### src/rtl/serpent_core_arb.sv
// serpent_core_arb: round-robin two-requester front end for a Serpent cipher core with result timeout
// Ports: i_clk/i_rst clock and sync reset; i_reqN/i_dataN requests and blocks; o_gntN grant pulses;
// o_validN/o_data shared result; o_err/o_err_id timeout abort; i_subkey_valid key ready;
// o_core_start/o_core_data core launch; i_core_valid/i_core_data core result.
module serpent_core_arb #(
  parameter int TIMEOUT = 64
) (
  input  logic         i_clk,
  input  logic         i_rst,
  input  logic         i_req0,
  input  logic         i_req1,
  input  logic [127:0] i_data0,
  input  logic [127:0] i_data1,
  output logic         o_gnt0,
  output logic         o_gnt1,
  output logic         o_valid0,
  output logic         o_valid1,
  output logic [127:0] o_data,
  output logic         o_err,
  output logic         o_err_id,
  input  logic         i_subkey_valid,
  output logic         o_core_start,
  output logic [127:0] o_core_data,
  input  logic         i_core_valid,
  input  logic [127:0] i_core_data
);
  typedef enum logic [1:0] {IDLE, WAIT, RESP} state_t;
  localparam logic [7:0] LAST = 8'(TIMEOUT - 1);
  state_t     r_state;
  logic [7:0] r_cnt;
  logic       r_last;
  logic       w_pick;
  // r_last is both the last-served pointer and the owner of the job in flight
  assign w_pick = (i_req0 & i_req1) ? ~r_last : i_req1;
  always_ff @(posedge i_clk) begin
    if (i_rst) begin
      r_state      <= IDLE;
      r_cnt        <= '0;
      r_last       <= 1'b1;
      o_gnt0       <= 1'b0;
      o_gnt1       <= 1'b0;
      o_valid0     <= 1'b0;
      o_valid1     <= 1'b0;
      o_data       <= '0;
      o_err        <= 1'b0;
      o_err_id     <= 1'b0;
      o_core_start <= 1'b0;
      o_core_data  <= '0;
    end else begin
      o_gnt0       <= 1'b0;
      o_gnt1       <= 1'b0;
      o_valid0     <= 1'b0;
      o_valid1     <= 1'b0;
      o_err        <= 1'b0;
      o_core_start <= 1'b0;
      case (r_state)
        IDLE: if (i_subkey_valid && (i_req0 || i_req1)) begin
          o_gnt0       <= ~w_pick;
          o_gnt1       <= w_pick;
          o_core_start <= 1'b1;
          o_core_data  <= w_pick ? i_data1 : i_data0;
          r_last       <= w_pick;
          r_cnt        <= '0;
          r_state      <= WAIT;
        end
        WAIT: if (i_core_valid) begin
          o_data   <= i_core_data;
          o_valid0 <= ~r_last;
          o_valid1 <= r_last;
          r_state  <= RESP;
        end else if (r_cnt == LAST) begin
          o_err    <= 1'b1;
          o_err_id <= r_last;
          r_state  <= IDLE;
        end else begin
          r_cnt <= r_cnt + 8'd1;
        end
        default: r_state <= IDLE;
      endcase
    end
  end
endmodule

### config.mk
export PLATFORM = sky130hd
export DESIGN_NAME = serpent_core_arb
export DESIGN_NICKNAME = d
export VERILOG_FILES = /design/src/rtl/serpent_core_arb.sv
export SDC_FILE = /design/constraint.sdc
export NUM_CORES = 1
export LEC_CHECK = 0
export ABC_AREA = 0
export CAP_MARGIN = 10
export CORE_AREA = 5 5 249 251
export DETAILED_ROUTE_END_ITERATION = 7
export DIE_AREA = 0 0 254 256
export SYNTH_ARGS = -nofsm -noshare
export SYNTH_HDL_FRONTEND = slang
export SYNTH_SLANG_ARGS = --single-unit
### constraint.sdc
create_clock -name i_clk -period 2 [get_ports i_clk]
set_input_delay 0.3 -clock i_clk [delete_from_list [all_inputs] [get_ports i_clk]]
set_output_delay 0.3 -clock i_clk [all_outputs]
set_load 0.1 [all_outputs]
# Yosys cells after proc, flatten, opt, wreduce, memory -nomap -nowiden
# Cells that the tools add are included.
[op_classes] add_sub_neg=1 eq_ne=6 muxes=12 n_bitwise=7 n_reduce_logical=13
[ops] op="$mux W128" n=1
[ops] op="$mux W8" n=3
[ops] op="$pmux W8 S2" n=1
[ops] op="$reduce_or A3 Y1" n=3
[ops] op="$add A8 B1 Y8 const B" n=1
[ops] op="$eq A8 B6 Y1 const B" n=1
[ops] op="$mux W2" n=3
[ops] op="$ne A2 B2 Y1 const B" n=3
[ops] op="$not A1 Y1" n=6
[ops] op="$reduce_and A2 Y1" n=3
[ops] op="$pmux W2 S2" n=1
[ops] op="$reduce_and A4 Y1" n=1
[ops] op="$mux W1" n=3
[ops] op="$ne A3 B3 Y1 const B" n=1
[ops] op="$reduce_and A3 Y1" n=1
[ops] op="$eq A2 B1 Y1 const B" n=1
[ops] op="$logic_not A2 Y1" n=1
[ops] op="$reduce_bool A2 Y1" n=1
[ops] op="$reduce_or A2 Y1" n=1
[ops] op="$and A1 B1 Y1" n=1
[ops] op="$logic_and A1 B1 Y1" n=1
[ops] op="$logic_or A1 B1 Y1" n=1
[word_totals] register_bits=274 inputBits=390 out_inout_bits=263 elab_cells=51

# Logic depth before layout (Yosys ltp)
[depth] ltp_word=4 mapped_depth=7

# Worst setup path before layout
# No wires, ideal clock.
[synth_path] kind="register -> register" start="register r_cnt[0]" end="register r_cnt[2]" setup_ns=0.074 t_arrival_ns=1.542 path_slack_ns=0.384 stages_incl_launch_ff=6 path_buffers=0 period_less_slack_ns=1.616 path_cell_list="dfxtp_1 -> ha_1 -> or3b_1 -> o21ai_1 -> nand3_1 -> a31oi_1"
[synth_via] elab_chain_len=4 elab_cells_between_ends=7 cone_classes="add/sub: 1; eq/ne: 2; mux: 3; reduce/logical: 1"
[synth_rtl] item="from (decl)" line="30" rtl="logic [7:0] r_cnt;"
[synth_rtl] item="from (signal assigned)" line="76" rtl="r_cnt <= r_cnt + 8'd1;"
[synth_rtl] item="$add A8 B1 Y8" line="76"
[synth_rtl] item="$mux W8" line="71" rtl="end else if (r_cnt == LAST) begin"
[synth_rtl] item="$mux W8" line="66" rtl="WAIT: if (i_core_valid) begin"
[synth_rtl] item="$pmux W8 S2" line="56" rtl="case (r_state)"
# Several ways; a longest one is shown, not always the timed one. The select of a mux whose other input is x is not followed.
# A chain may end at the register's enable or synchronous reset.

# Final worst setup path
[layout_path] start="register r_cnt[0]" end="register r_cnt[4]"
# The elaborated chain is that of the path after synthesis.

==> results.cfg <==
[status]
outcome = finished, final reports clean

[clocking]
cts.clk_slew.worst_paths_ps = 60
clk_latency_ps = 590
clk_path_buf_depth = 3
cts_tree = built
cts_resized = 0
cts_sinks = 274
cts_made_buffers = 31
ctsHtreeMaxLevel = 1
cts_setup_buffers = 0
clock_tree.root_cell = clkbuf_16
postCtsHoldBufs = 0

[critical_path]
cp-end-kind = register
start_kind = register
cp_max_fo = 7
crit_required_ps = 2480
path_class = reg2reg
worstPathArrival_ps = 2250
slowest_stage = dfxtp_1
cp_cell_sequence = ha_1 > or3b_1 > o21ai_1 > nand3_1 > buf_4 > o21ai_0
cp_slowest_stage_delay_ps = 440

[cells_and_area]
layout.cells.non_filler = 2662
final_area_um2 = 18900
fin_util = 0.316
drive_above_1_share = 0.206
nets = 2246
fillers = 6268
diodes = 0
syn_to_final_growth_pct = 76.3

[floorplan]
initial_core_util = 0.179
die-area_um2 = 65000
ios = 653
die_w_um = 254
rows = 90
chipHeight_um = 256
core_um2 = 59700

[timing]
fin_crit_ps = 1770
finClkSkew_ps = 29.9
fmax_mhz = 565
post-route-period-util = 0.885
layout_setup_ws_ps = 230
rsz0062_at_grt = false
worstMarginPinSlew_ps = 888
hold_viol = 0
maxSlewViolCount = 0
setup_viol = 0
slew_headroom = 0.408

[logic_synthesis]
synth_compound_area_frac = 0.164
synth_most_common_cell = dfxtp_1
synth_top_area_cell = dfxtp_1
yosysWarnings = 0
synth_xor_xnor_area_share = 0
synthAdderAreaFrac = 0.00117
synth_flop_cell = dfxtp_1
synth_cell_types = 38
synth-async-reset-ratio = 0
postSynthAreaPerCell_um2 = 8.86
synth_commonest_cells = 274 x dfxtp_1, 261 x nand2_1, 133 x nor2_1, 132 x a21oi_1, 130 x mux2i_1
ys_ff_latch = 274
synth_top_family_by_area = compound AO/OA/AOI/OAI gates
synth_nets = 1599
syn-cell-area_um2 = 10700
synthTopCellsByArea = dfxtp_1 51%, mux2i_1 12%, nand2_1 9.2%
post_synth_inst_count = 1208
synth_edf_count = 0
ys_seq_area_frac = 0.512
synth_top_area_frac = 0.512
yosys.area_share.simple = 0.155
synth_mux_area_frac = 0.122

[power_and_ir_drop]
power_density_nw_per_um2 = 909
p_leak_nw = 7.43
irDropWorstVdd_v = 0.000558

[placed_design]
dp_hpwl_mm = 36.5
gp_congestion = 0.849
place_inst = 2604
port_buffers = 652
place_ws_ps = -13.6
placed_area_um2 = 17800

[routing]
viasPerCell = 4.12
wirelength_mm = 45.5
drtPass1Iterations = 4
drt_iter0_drc = 414
via_count = 11000
routedWlPerCell_um = 17.1
drc = 0
ant_nets = 0

[global_routing]
grt_pass1_wl_mm = 66.5
grt-ovfl-total = 0
grt_pass1_vias = 11300
antenna_found_initial = 0
grt_max_degree = 161
grtUsageTotal = 0.128

[min_path]
holdCritPathClass = in2reg

[run]
max-cap-violations = 0
-- final cells by class --
| class | instances | area, µm² | area share |
|---|---|---|---|
| Sequential cell | 274 | 5490 | 0.291 |
| Tap cell | 782 | 978 | 0.0518 |
| Clock buffer | 40 | 860 | 0.0455 |
| Timing Repair Buffer | 715 | 6570 | 0.348 |
| Multi-Input combinational cell | 829 | 4750 | 0.252 |
| Inverter | 4 | 15.0 | 0.000796 |
| Clock inverter | 18 | 216 | 0.0115 |
-- power by group --
group	leakage, nW	internal (W)	total (W)	switching [W]
sequential	2.24	0.00581	0.00601	0.000205
clock	0.529	0.00356	0.00595	0.00240
combinational	4.66	0.00164	0.00519	0.00355
total	7.43	0.0110	0.0172	0.00616
-- cells by family after synthesis --
group                      count (synthesis)
AOI/OAI and AO/OA                        278
adders and majority gates                  1
buffers and inverters                    105
DFF                                      274
muxes                                    130
and+or+nand+nor                          420
-- per-stage QoR --
step / TNS [ps] / total power [W] / hold slack, ps
after floorplan: 0 / 0.00950 / 436
after global placement: 0 / 0.0113 / 443
after detailed placement: -13.6 / 0.0114 / 448
after CTS: 0 / 0.0174 / 144
after global routing: 0 / 0.0179 / 177
final: 0 / 0.0172 / 179
-- placed cells by master (no fill, tap or decap), drive strengths merged, types with 2 or more instances in the layout --
cell	synthesis	layout
a21boi	3	3
a211oi	128	128
inv	4	5
and2	2	2
mux2i	130	130
clkinv	0	10
clkinvlp	0	3
buf	41	326
o211a	2	2
dfxtp	274	274
nand4	2	2
clkdlybuf4s50	0	388
nand2	261	261
bufinv	0	4
nor3	4	4
nor3b	3	3
clkbuf	60	41
nand3	6	6
nand3b	2	2
a31oi	2	2
a2bb2oi	2	2
nor2	133	133
o21ai	5	5
a21oi	132	132
-- worst paths after layout --
kind	start	to	slack, ps	depth (start not counted)
worst max-delay path	r_cnt[0]	r_cnt[4]	230	6
worst min-delay path	i_rst	r_cnt[2]	180	4
worst max register to register	r_cnt[0]	r_cnt[4]	230	6
worst min register to register	o_data[126]	o_data[126]	460	2
-- layer usage --
metal | wire length, µm | track usage
met5 | 0 | 0
met4 | 1480 | 0.0406
met3 | 4340 | 0.0376
met2 | 22700 | 0.236
met1 | 17000 | 0.139
-- critical path, delay by kind of cell, from the launching register on --
family | cells | cell delay (ps)
simple gates | 2 | 470
buf+inv | 1 | 170
flops | 1 | 440
fa+ha+maj | 1 | 200
compound gates | 2 | 390
-- flip-flops by register name (all words and copies together), names as in the netlist --
| name | flops |
|---|---|
| o_core_data | 128 |
| o_data | 128 |
| r_cnt | 8 |
| r_state | 2 |
| o_core_start | 1 |
| o_err | 1 |
| o_err_id | 1 |
| o_gnt0 | 1 |
| o_gnt1 | 1 |
| o_valid0 | 1 |
| o_valid1 | 1 |
| r_last | 1 |
No activity file was read; power rests on OpenSTA's default activity.
